**config.mk**
```make
export PLATFORM = sky130hd
export DESIGN_NAME = heartbeat_meter
export DESIGN_NICKNAME = d
export VERILOG_FILES = /design/src/rtl/heartbeat_pkg.sv /design/src/rtl/beat_sync_edge.sv /design/src/rtl/heartbeat_meter.sv
export SDC_FILE = /design/constraint.sdc
export NUM_CORES = 1
export LEC_CHECK = 0
export ABC_AREA = 1
export BUFFER_PORTS_ARGS = -buffer_cell sky130_fd_sc_hd__buf_2
export CAP_MARGIN = 0
export CORE_MARGIN = 4
export CORE_UTILIZATION = 59
export CTS_BUF_LIST = sky130_fd_sc_hd__clkbuf_4
export DETAILED_ROUTE_END_ITERATION = 10
export PLACE_DENSITY = 0.79
export SLEW_MARGIN = 30
export SYNTH_ARGS = -nofsm -noshare
export SYNTH_HDL_FRONTEND = slang
export SYNTH_SLANG_ARGS = --single-unit
```
**constraint.sdc**
```tcl
create_clock -name clk -period 3.4 [get_ports clk]
set_clock_uncertainty 0.2 [all_clocks]
set_input_delay 0.34 -clock clk [delete_from_list [all_inputs] [get_ports clk]]
set_output_delay 0.34 -clock clk [all_outputs]
set_load 0.02 [all_outputs]
```
**src/rtl/heartbeat_pkg.sv**
```systemverilog
// ---------------------------------------------------------------------------
// heartbeat_pkg
// Shared types, default parameter values and helpers for the heartbeat input
// stage.
//   - hb_state_e   : measurement FSM states (IDLE, MEASURE)
//   - DEF_*        : default parameter values of heartbeat_meter
//   - sat_unsigned : clamps an unsigned value to the largest value of a width
// ---------------------------------------------------------------------------
package heartbeat_pkg;

    typedef enum logic [0:0] {
        IDLE    = 1'b0,
        MEASURE = 1'b1
    } hb_state_e;

    localparam int unsigned DEF_CNT_W    = 25;
    localparam int unsigned DEF_SHIFT    = 16;
    localparam int unsigned DEF_OUT_W    = 8;
    localparam int unsigned DEF_AVG_LOG2 = 2;
    localparam int unsigned DEF_MIN_GAP  = 2 ** 20;
    localparam int unsigned DEF_TIMEOUT  = 2 ** 24;

    // Clamp value to 2^width-1 (width must be below 64).
    function automatic logic [63:0] sat_unsigned(input logic [63:0] value,
                                                 input int unsigned width);
        logic [63:0] limit;
        limit = (64'd1 << width) - 64'd1;
        if (value > limit) begin
            return limit;
        end else begin
            return value;
        end
    endfunction

endpackage

```
**src/rtl/beat_sync_edge.sv**
```systemverilog
// ---------------------------------------------------------------------------
// beat_sync_edge
// Two-flop synchronizer for an asynchronous pulse input followed by a
// registered previous value; evt is high for one cycle per rising edge seen
// after synchronization (2-3 cycles after the input edge). A level held high
// yields exactly one evt.
// Ports:
//   clk   in  system clock
//   reset in  asynchronous, active-high reset
//   din   in  asynchronous input
//   evt   out one-cycle rising-edge event, clk-synchronous
// ---------------------------------------------------------------------------
module beat_sync_edge (
    input  logic clk,
    input  logic reset,
    input  logic din,
    output logic evt
);

    logic sync1_r;
    logic sync2_r;
    logic prev_r;

    // Synchronizer chain and previous-value register.
    always_ff @(posedge clk or posedge reset) begin
        if (reset) begin
            sync1_r <= 1'b0;
            sync2_r <= 1'b0;
            prev_r  <= 1'b0;
        end else begin
            sync1_r <= din;
            sync2_r <= sync1_r;
            prev_r  <= sync2_r;
        end
    end

    assign evt = sync2_r & ~prev_r;

endmodule

```
**src/rtl/heartbeat_meter.sv**
```systemverilog
// ---------------------------------------------------------------------------
// heartbeat_meter
// Measures the clk-cycle interval between heartbeat pulses on an asynchronous
// input, rejects glitches inside a refractory window, detects loss of signal
// and keeps a running average over the last 2^AVG_LOG2 intervals. The scaled,
// saturated average is published on each tick strobe.
// Ports:
//   clk          in  system clock
//   reset        in  asynchronous, active-high reset
//   beat_in      in  asynchronous heartbeat pulse (rising edge = beat)
//   tick         in  one-cycle publish strobe
//   beat_pulse   out one-cycle pulse per accepted beat (registered)
//   interval_out out published averaged interval (OUT_W bits)
//   valid        out averaging buffer holds 2^AVG_LOG2 samples
//   timeout      out sticky loss-of-signal flag, cleared by next accepted beat
// ---------------------------------------------------------------------------
module heartbeat_meter
    import heartbeat_pkg::*;
#(
    parameter int unsigned CNT_W    = DEF_CNT_W,
    parameter int unsigned SHIFT    = DEF_SHIFT,
    parameter int unsigned OUT_W    = DEF_OUT_W,
    parameter int unsigned AVG_LOG2 = DEF_AVG_LOG2,
    parameter int unsigned MIN_GAP  = DEF_MIN_GAP,
    parameter int unsigned TIMEOUT  = DEF_TIMEOUT
) (
    input  logic             clk,
    input  logic             reset,
    input  logic             beat_in,
    input  logic             tick,
    output logic             beat_pulse,
    output logic [OUT_W-1:0] interval_out,
    output logic             valid,
    output logic             timeout
);

    localparam int unsigned DEPTH = 2 ** AVG_LOG2;
    localparam int unsigned SUM_W = OUT_W + AVG_LOG2;

    localparam logic [CNT_W-1:0]    CNT_MAX   = {CNT_W{1'b1}};
    localparam logic [CNT_W-1:0]    CNT_ONE   = CNT_W'(1'b1);
    localparam logic [CNT_W-1:0]    MIN_GAP_C = CNT_W'(MIN_GAP);
    localparam logic [CNT_W-1:0]    TIMEOUT_C = CNT_W'(TIMEOUT);
    localparam logic [AVG_LOG2-1:0] PTR_ONE   = AVG_LOG2'(1'b1);
    localparam logic [AVG_LOG2:0]   FILL_ONE  = (AVG_LOG2 + 1)'(1'b1);
    localparam logic [AVG_LOG2:0]   FILL_FULL = {1'b1, {AVG_LOG2{1'b0}}};

    logic                evt_s;
    logic                accepted_s;
    logic                take_sample_s;
    logic                clear_s;
    logic                timeout_hit_s;
    hb_state_e           state_r;
    hb_state_e           state_nxt_s;

    logic [CNT_W-1:0]    count_r;
    logic [CNT_W:0]      interval_s;
    logic [OUT_W-1:0]    sample_s;
    logic [OUT_W-1:0]    old_slot_s;
    logic [SUM_W-1:0]    sum_r;
    logic [SUM_W-1:0]    sum_nxt_s;
    logic [OUT_W-1:0]    average_s;
    logic [AVG_LOG2:0]   fill_r;
    logic [AVG_LOG2:0]   fill_nxt_s;
    logic [AVG_LOG2-1:0] wr_ptr_r;
    logic [OUT_W-1:0]    ring_r [DEPTH];

    logic                beat_pulse_r;
    logic [OUT_W-1:0]    interval_out_r;
    logic                valid_r;
    logic                timeout_r;

    beat_sync_edge u_sync (
        .clk   (clk),
        .reset (reset),
        .din   (beat_in),
        .evt   (evt_s)
    );

    // Refractory window only applies while measuring; the first beat is always taken.
    assign accepted_s = evt_s & ((state_r == IDLE) | (count_r >= MIN_GAP_C));

    // FSM state register.
    always_ff @(posedge clk or posedge reset) begin
        if (reset) begin
            state_r <= IDLE;
        end else begin
            state_r <= state_nxt_s;
        end
    end

    // FSM next state and datapath controls; an accepted beat beats a timeout.
    always_comb begin
        state_nxt_s   = state_r;
        take_sample_s = 1'b0;
        clear_s       = 1'b0;
        timeout_hit_s = 1'b0;
        case (state_r)
            IDLE: begin
                if (accepted_s) begin
                    state_nxt_s = MEASURE;
                end else begin
                    state_nxt_s = IDLE;
                end
            end
            MEASURE: begin
                if (accepted_s) begin
                    take_sample_s = 1'b1;
                end else if (count_r == TIMEOUT_C) begin
                    timeout_hit_s = 1'b1;
                    clear_s       = 1'b1;
                    state_nxt_s   = IDLE;
                end else begin
                    state_nxt_s = MEASURE;
                end
            end
            default: begin
                state_nxt_s = IDLE;
            end
        endcase
    end

    // The counter restarts at 0 in the cycle after an accepted beat, so the
    // number of cycles between two beats is count + 1 at the second beat.
    // The extra bit keeps the saturated count from wrapping.
    always_comb begin
        interval_s = {1'b0, count_r} + {{CNT_W{1'b0}}, 1'b1};
        sample_s   = OUT_W'(sat_unsigned(64'(interval_s >> SHIFT), OUT_W));
        old_slot_s = ring_r[wr_ptr_r];
        sum_nxt_s  = sum_r + SUM_W'(sample_s) - SUM_W'(old_slot_s);
        average_s  = OUT_W'(sum_r >> AVG_LOG2);
        if (fill_r == FILL_FULL) begin
            fill_nxt_s = fill_r;
        end else begin
            fill_nxt_s = fill_r + FILL_ONE;
        end
    end

    // Saturating interval counter.
    always_ff @(posedge clk or posedge reset) begin
        if (reset) begin
            count_r <= {CNT_W{1'b0}};
        end else if (accepted_s) begin
            count_r <= {CNT_W{1'b0}};
        end else if (count_r != CNT_MAX) begin
            count_r <= count_r + CNT_ONE;
        end else begin
            count_r <= count_r;
        end
    end

    // Averaging ring, running sum, fill level and valid flag.
    always_ff @(posedge clk or posedge reset) begin
        if (reset) begin
            for (int i = 0; i < DEPTH; i++) begin
                ring_r[i] <= {OUT_W{1'b0}};
            end
            sum_r    <= {SUM_W{1'b0}};
            fill_r   <= {(AVG_LOG2 + 1){1'b0}};
            wr_ptr_r <= {AVG_LOG2{1'b0}};
            valid_r  <= 1'b0;
        end else if (take_sample_s) begin
            ring_r[wr_ptr_r] <= sample_s;
            sum_r            <= sum_nxt_s;
            fill_r           <= fill_nxt_s;
            wr_ptr_r         <= wr_ptr_r + PTR_ONE;
            valid_r          <= (fill_nxt_s == FILL_FULL);
        end else if (clear_s) begin
            for (int i = 0; i < DEPTH; i++) begin
                ring_r[i] <= {OUT_W{1'b0}};
            end
            sum_r    <= {SUM_W{1'b0}};
            fill_r   <= {(AVG_LOG2 + 1){1'b0}};
            wr_ptr_r <= {AVG_LOG2{1'b0}};
            valid_r  <= 1'b0;
        end else begin
            sum_r    <= sum_r;
            fill_r   <= fill_r;
            wr_ptr_r <= wr_ptr_r;
            valid_r  <= valid_r;
        end
    end

    // Sticky loss-of-signal flag and accepted-beat pulse.
    always_ff @(posedge clk or posedge reset) begin
        if (reset) begin
            timeout_r    <= 1'b0;
            beat_pulse_r <= 1'b0;
        end else begin
            beat_pulse_r <= accepted_s;
            if (accepted_s) begin
                timeout_r <= 1'b0;
            end else if (timeout_hit_s) begin
                timeout_r <= 1'b1;
            end else begin
                timeout_r <= timeout_r;
            end
        end
    end

    // Publish register; reads pre-update sum/valid so a coincident beat or
    // timeout does not affect the value published in that cycle.
    always_ff @(posedge clk or posedge reset) begin
        if (reset) begin
            interval_out_r <= {OUT_W{1'b0}};
        end else if (tick) begin
            interval_out_r <= valid_r ? average_s : {OUT_W{1'b0}};
        end else begin
            interval_out_r <= interval_out_r;
        end
    end

    assign beat_pulse   = beat_pulse_r;
    assign interval_out = interval_out_r;
    assign valid        = valid_r;
    assign timeout      = timeout_r;

endmodule

```
==> results of run 1 <==
-- cells in the mapped netlist --
master	number	area (µm²)
inv_2	9	33.8
o31ai_1	2	15.0
nand2_1	226	848
nand3_1	85	425
clkbuf_1	10	37.5
clkinv_1	1	3.75
nor3_1	2	10.0
nand3_2	8	80.1
fa_1	8	160
o21ai_4	1	16.3
xor2_1	9	78.8
nand2_4	2	22.5
o21bai_1	1	7.51
nand2_2	6	37.5
or2_2	1	6.26
a31oi_1	1	6.26
inv_1	51	191
a32o_1	7	70.1
buf_1	1	3.75
nand4_4	2	42.5
dfrtp_1	87	2180
nand4_1	6	37.5
xnor2_1	5	43.8
o21ai_0	28	140
ha_1	18	225
nor2_2	6	37.5
o22ai_1	1	6.26
nor2_4	3	33.8
a21oi_1	17	85.1
buf_2	7	35.0
nor2_1	52	195
-- power by group --
group / switching (W) / internal (W) / leakage [nW]
Clock: 0.000363 / 0.000380 / 0.0931
Combinational: 0.00120 / 0.000927 / 1.87
Sequential: 0.000173 / 0.00117 / 1.17
-- per-layer routing --
metal | global-route usage [%] | wire (µm) | vias up
met1 | 34.2 | 5300 | 2203
met5 | 0 | 0 | -
met3 | 4.29 | 751 | 33
li1 | - | - | 2236
met2 | 42.3 | 6440 | 164
met4 | 11.3 | 459 | 0
-- stage by stage --
stage                     power (W)  setup WS, ps
after floorplan             0.00257           146
after global placement      0.00299          86.4
after detailed placement    0.00306          5.82
after CTS                   0.00381          4.99
after global routing        0.00451          -104
final                       0.00421           112
-- logic make-up (layout without fill, tap and decap cells) --
group,Yosys count,after routing,share of synthesized area (%)
compound gates,58,58,6.78
xor+xnor,14,14,2.40
fa+ha+maj,26,26,7.54
buf+inv,79,132,5.97
flops,87,87,42.6
other cells,0,1,0
simple gates,399,399,34.7
-- path summary, 6_finish.rpt --
path / endpoint / slack, ps
setup / recovery: sum_r[9] / 110
hold / removal: interval_out[0] / 60
setup reg to reg: sum_r[9] / 110
hold reg to reg: u_sync.sync2_r / 170
max in group asynchronous: count_r[3] / 2040
min in group asynchronous: interval_out[4] / 250
-- flip-flops by register name, summed over array words and instances (netlist names) --
name            count
u_sync.sync1_r      1
state_r             1
timeout             1
valid               1
sum_r              10
interval_out        8
u_sync.prev_r       1
count_r            25
u_sync.sync2_r      1
fill_r              3
ring_r             32
wr_ptr_r            2
beat_pulse          1
-- area by class of cell --
class	instances	area [µm²]	share of cell area, %
inverters	61	230	3.85
multi-input cells	497	2840	47.4
well taps	105	131	2.19
clock inverters	5	106	1.78
diodes	1	2.50	0.0418
repair buffers	56	419	7.00
flip-flops and latches	87	2180	36.4
clock buffers	10	75.1	1.25
-- cells in the final DEF, fill, tap and decap left out, types with 2 or more instances in the layout --
cell           Yosys  layout
nand4_1            6       6
nand3_1           85      82
buf_12             0       2
a21oi_1           17      16
fa_2               0       2
o31ai_1            2       2
nor2_2             6       7
fa_1               8       6
o21ai_0           28      25
a32o_1             7       7
clkbuf_4           0      10
nand2_2            6       6
nand2_1          226     224
inv_2              9      10
nor3_1             2       2
nand3_4            0       6
nor2_4             3       5
o21ai_1            0       3
ha_4               0       7
buf_2              7      14
dfrtp_2            0       4
buf_4              0      37
dfrtp_1           87      83
nor2_1            52      49
ha_1              18      10
nand3_2            8       5
bufinv_16          0       3
inv_1             51      49
dlygate4sd3_1      0       2
nand4_4            2       2
xor2_1             9       9
nand2_4            2       3
xnor2_1            5       5
-- worst max-delay path: stages (launching register included) --
cell	delay, ps
dfrtp_2	420
ha_4	160
nand2_4	60
nor2_4	140
nand2_4	80
nor2_4	180
nand3_2	130
nand2_4	130
nand2_8	100
buf_4	160
nand3_2	90
fa_1	460
ha_4	300
nand2_1	70
nor2_2	100
nand3_1	110
nand3_1	110
nand2_1	50
nand3_1	70
nand2_1	60
-- repair_timing --
| item | CTS | global route |
|---|---|---|
| setup endpoints to repair | 2 | 7 |
| endpoints found under the hold margin | 32 | 0 |
| pin swaps | 0 | 21 |
| setup buffers | 1 | 20 |
| hold buffers | 2 | 0 |
| resized for setup | 1 | 43 |
==> metrics.yaml, run 1 <==
pwr:
  ir_worst_vdd_v: 0.000641
  p_leak_nw: 3.13
  powerDensity_nw_per_um2: 703
worst_setup_path:
  cp_max_fo: 8
  rr_startpoint: "count_r[1]"
  cp-end-kind: "flop"
  worstPathArrival_ps: 3420
  path_class: "flop to flop"
  start_kind: "flop"
  startpoint: "count_r[1]"
  critPathRequiredTime_ps: 3530
  r2r_cells: 19
sta:
  fmax_ghz: 0.304
  rsz0062_at_grt: "true"
  worst_hold_slack_ps: 57.5
  fin_setup_tns_ps: 0
  final_hold_viol_count: 0
  fin_crit_sh_pct: 96.7
  slew_headroom_pct: 62.7
  maxSlewViolCount: 0
  period_needed_ps: 3290
  worst_pin_slew_ps: 560
  setup_viol: 0
cells_and_area:
  nets: 742
  postLayoutCellArea_um2: 5990
  syn_to_final_growth_pct: 17.1
  stdcell_count: 822
  drive_above_1_share_pct: 18.6
  final_util_pct: 71.8
  nFillCells: 656
cts:
  clock-sinks: 87
  clkTransAtPathRegs_ps: 150
  clk_latency_ps: 440
  cts_buffer_depth: 2
  cts_tree: "yes"
  htreeDepth: 3
  cts_root_buffer: "clkbuf_4"
  numCtsBuffers: 9
drt:
  drc: 0
  viasPerCell: 5.64
  wire_per_inst_um: 15.7
  dr.first_iter.drc_count: 266
  ant_nets: 0
  vias: 4636
  routed_wl_mm: 12.9
  dr.pass1.iters: 5
floorplanning:
  ioPinCount: 15
  rows: 33
  fp.dieArea_um2: 10200
  start_util_pct: 61.3
  coreArea_um2: 8340
  die_w_um: 101
  die_y_um: 101
synthesis:
  synth_warnings: 0
  synth_fp_nets: 693
  seq_area_frac_synth_pct: 42.6
  ys_seq_elements: 87
  postSynthCellCount: 663
  syn_area_um2: 5110
  ys_types: 31
  synth_area_per_cell_um2: 7.71
place:
  port_buffers: 14
  dp_cells: 783
  hpwl_mm: 9.11
  place_congestion: 0.943
  place_area_um2: 5400
hold_path:
  whs_path_depth: 2
  hold_path.class: "input pin to flop"
  min_from: "tick"
global_routing:
  grt_pass1_wl_mm: 20.9
  gr-total-overflow: 0
  grt_usage_pct: 26.0
  grt_pass1_vias: 4432
  antenna_found_initial: 0
  grt_max_degree: 57
run:
  drv_cap: 0
run_status:
  outcome: "finished clean"
Note: power is estimated with default switching activity, not from simulation.
==> run 2: changes to the inputs <==
- RECOVER_POWER: not set -> 100
==> metrics.yaml, run 2 (same netlist as run 1, synthesis figures left out) <==
cells_and_area:
  stdcell_count: 821  # was 822
  antenna_cells: 0  # was 1
  syn_to_final_growth_pct: 15.8  # was 17.1%
  postLayoutCellArea_um2: 5920  # was 5990 µm²
  reg_top3: "ring_r (32), count_r (25), sum_r (10)"  # unchanged
  nFillCells: 672  # was 656
  seq_area_um2: 2180  # unchanged
  multi_input_area_um2: 2820  # was 2840 µm²
  drive_above_1_share_pct: 15.5  # was 18.6%
  final_common_cell: "nand2_1"  # unchanged
  layout_common_cells: "228 x nand2_1, 83 x dfrtp_1, 82 x nand3_1"  # was 224 x nand2_1, 83 x dfrtp_1, 82 x nand3_1
  largest_register: "ring_r"  # unchanged
  nets: 742  # unchanged
  largest_register_ff_count: 32  # unchanged
  final_util_pct: 71.0  # was 71.8%
place:
  port_buffers: 14  # unchanged
  place_area_um2: 5400  # unchanged
  hpwl_mm: 9.11  # unchanged
  place_congestion: 0.943  # unchanged
  dp_cells: 783  # unchanged
worst_setup_path:
  cp_max_fo: 8  # unchanged
  path_class: "flop to flop"  # unchanged
  worstPathArrival_ps: 3400  # was 3420 ps
  cp-end-kind: "flop"  # unchanged
  rrSetupSlack_ps: 130  # was 110 ps
  r2r_cells: 18  # was 19
  reg2reg_to: "sum_r[8]"  # was sum_r[9]
  critPathRequiredTime_ps: 3540  # was 3530 ps
  start_kind: "flop"  # unchanged
  rr_startpoint: "count_r[1]"  # unchanged
floorplanning:
  start_util_pct: 61.3  # unchanged
  rows: 33  # unchanged
  fp.dieArea_um2: 10200  # unchanged
  ioPinCount: 15  # unchanged
  die_y_um: 101  # unchanged
  coreArea_um2: 8340  # unchanged
  die_w_um: 101  # unchanged
drt:
  ant_nets: 0  # unchanged
  wire_per_inst_um: 15.6  # was 15.7 µm
  viasPerCell: 5.60  # was 5.64
  dr.pass1.iters: 5  # unchanged
  drc: 0  # unchanged
  dr.first_iter.drc_count: 261  # was 266
  routed_wl_mm: 12.8  # was 12.9 mm
  vias: 4594  # was 4,636
sta:
  period_needed_ps: 3270  # was 3290 ps
  slew_headroom_pct: 7.02  # was 62.7%
  maxSlewViolCount: 0  # unchanged
  fmax_ghz: 0.306  # was 0.304 GHz
  worst_pin_slew_ps: 1390  # was 560 ps
  rsz0062_at_grt: "true"  # unchanged
  setup_viol: 0  # unchanged
  fin_crit_sh_pct: 96.2  # was 96.7%
  final_hold_viol_count: 0  # unchanged
run:
  drv_cap: 0  # unchanged
cts:
  clkTransAtPathRegs_ps: 150  # about the same
  numCtsBuffers: 9  # unchanged
  cts_buffer_depth: 2  # unchanged
  clk_latency_ps: 440  # about the same
  clock-sinks: 87  # unchanged
  cts_tree: "yes"  # unchanged
  htreeDepth: 3  # unchanged
  cts_root_buffer: "clkbuf_4"  # unchanged
pwr:
  ir_worst_vdd_v: 0.000644  # was 0.000641 V
  switching_power_w: 0.00172  # was 0.00173 W
  p_sw_share_pct: 41.1  # about the same
  p_comb_share_pct: 50.3  # was 50.4%
  p_leak_nw: 3.07  # was 3.13 nW
  sequentialPowerShare_pct: 32.1  # was 32.0%
  clkPwrFrac_pct: 17.6  # about the same
  p_int_w: 0.00247  # was 0.00248 W
  powerDensity_nw_per_um2: 708  # was 703 nW/µm²
global_routing:
  gr-total-overflow: 0  # unchanged
  grt_pass1_vias: 4432  # unchanged
  grt_max_degree: 57  # unchanged
  grt_usage_pct: 26.0  # unchanged
  grt_pass1_wl_mm: 20.9  # unchanged
  antenna_found_initial: 0  # unchanged
run_status:
  outcome: "finished clean"  # unchanged
hold_path:
  hold_path.class: "input pin to flop"  # unchanged
  whs_path_depth: 2  # unchanged
  min_from: "tick"  # unchanged
  holdPathEnd: "interval_out[0]"  # unchanged
## run 2: through the flow
stage	setup TNS (ps)	hold WS (ps)	power [W]	setup WS [ps]
final	0	57.2	0.00419	131
after global placement	0	133	0.00299	86.4
after CTS	0	50.7	0.00381	4.99
after global routing	-384	74.1	0.00450	-104
after detailed placement	0	137	0.00306	5.82
after floorplan	0	131	0.00257	146
## run 2: worst max-delay path by stage
| stage | from | end | cells past startpoint |
|---|---|---|---|
| detailed placement | count_r[0] | sum_r[8] | 17 |
| global placement | count_r[0] | sum_r[5] | 19 |
| floorplan | count_r[0] | sum_r[5] | 18 |
| finish | count_r[1] | sum_r[8] | 18 |
| CTS | count_r[1] | sum_r[8] | 17 |
| global route | count_r[18] | sum_r[6] | 16 |
## run 2: layout make-up
cell class / count / share of cell area, %
clock buffers: 10 / 1.27
clock inverters: 5 / 1.80
inverters: 61 / 3.89
multi-input cells: 497 / 47.6
flip-flops and latches: 87 / 36.8
well taps: 105 / 2.22
repair buffers: 56 / 6.42
## run 2: metal layers
| layer | global-route usage [%] | part of all wire, % | up-vias |
|---|---|---|---|
| met2 | 42.3 | 50 | 140 |
| met5 | 0 | 0 | - |
| met4 | 11.3 | 3.4 | 0 |
| li1 | - | - | 2235 |
| met1 | 34.2 | 41 | 2185 |
| met3 | 4.29 | 5.4 | 34 |
## run 2: what timing repair did
item                       CTS  global route
pin swaps                    0            21
resized for setup            1            43
setup endpoints to repair    2             7
buffers inserted             1            20
hold buffers                 2             0
hold endpoints to repair    32             0
## run 2: power groups by stage
| stage | logic [W] | registers (W) | clock network (W) |
|---|---|---|---|
| floorplan | 0.00126 | 0.00131 | 0 |
| global placement | 0.00164 | 0.00135 | 0 |
| CTS | 0.00172 | 0.00133 | 0.000749 |
| detailed placement | 0.00171 | 0.00135 | 0 |
| global route | 0.00233 | 0.00137 | 0.000797 |
| finish | 0.00211 | 0.00134 | 0.000738 |
## run 2: worst max-delay path, stage by stage, from the launching register on
cell and delay [ps]:
dfrtp_2 420, ha_4 160, nand2_4 60, nor2_4 140, nand2_4 80, nor2_4 180
nand4_4 140, nand2_8 170, nand3_4 90, fa_1 510, ha_4 320, buf_4 110
nand3_1 80, nand3_2 90, nand4_1 140, nand2_1 110, nand2_1 50, nand3_1 70
nand2_1 60
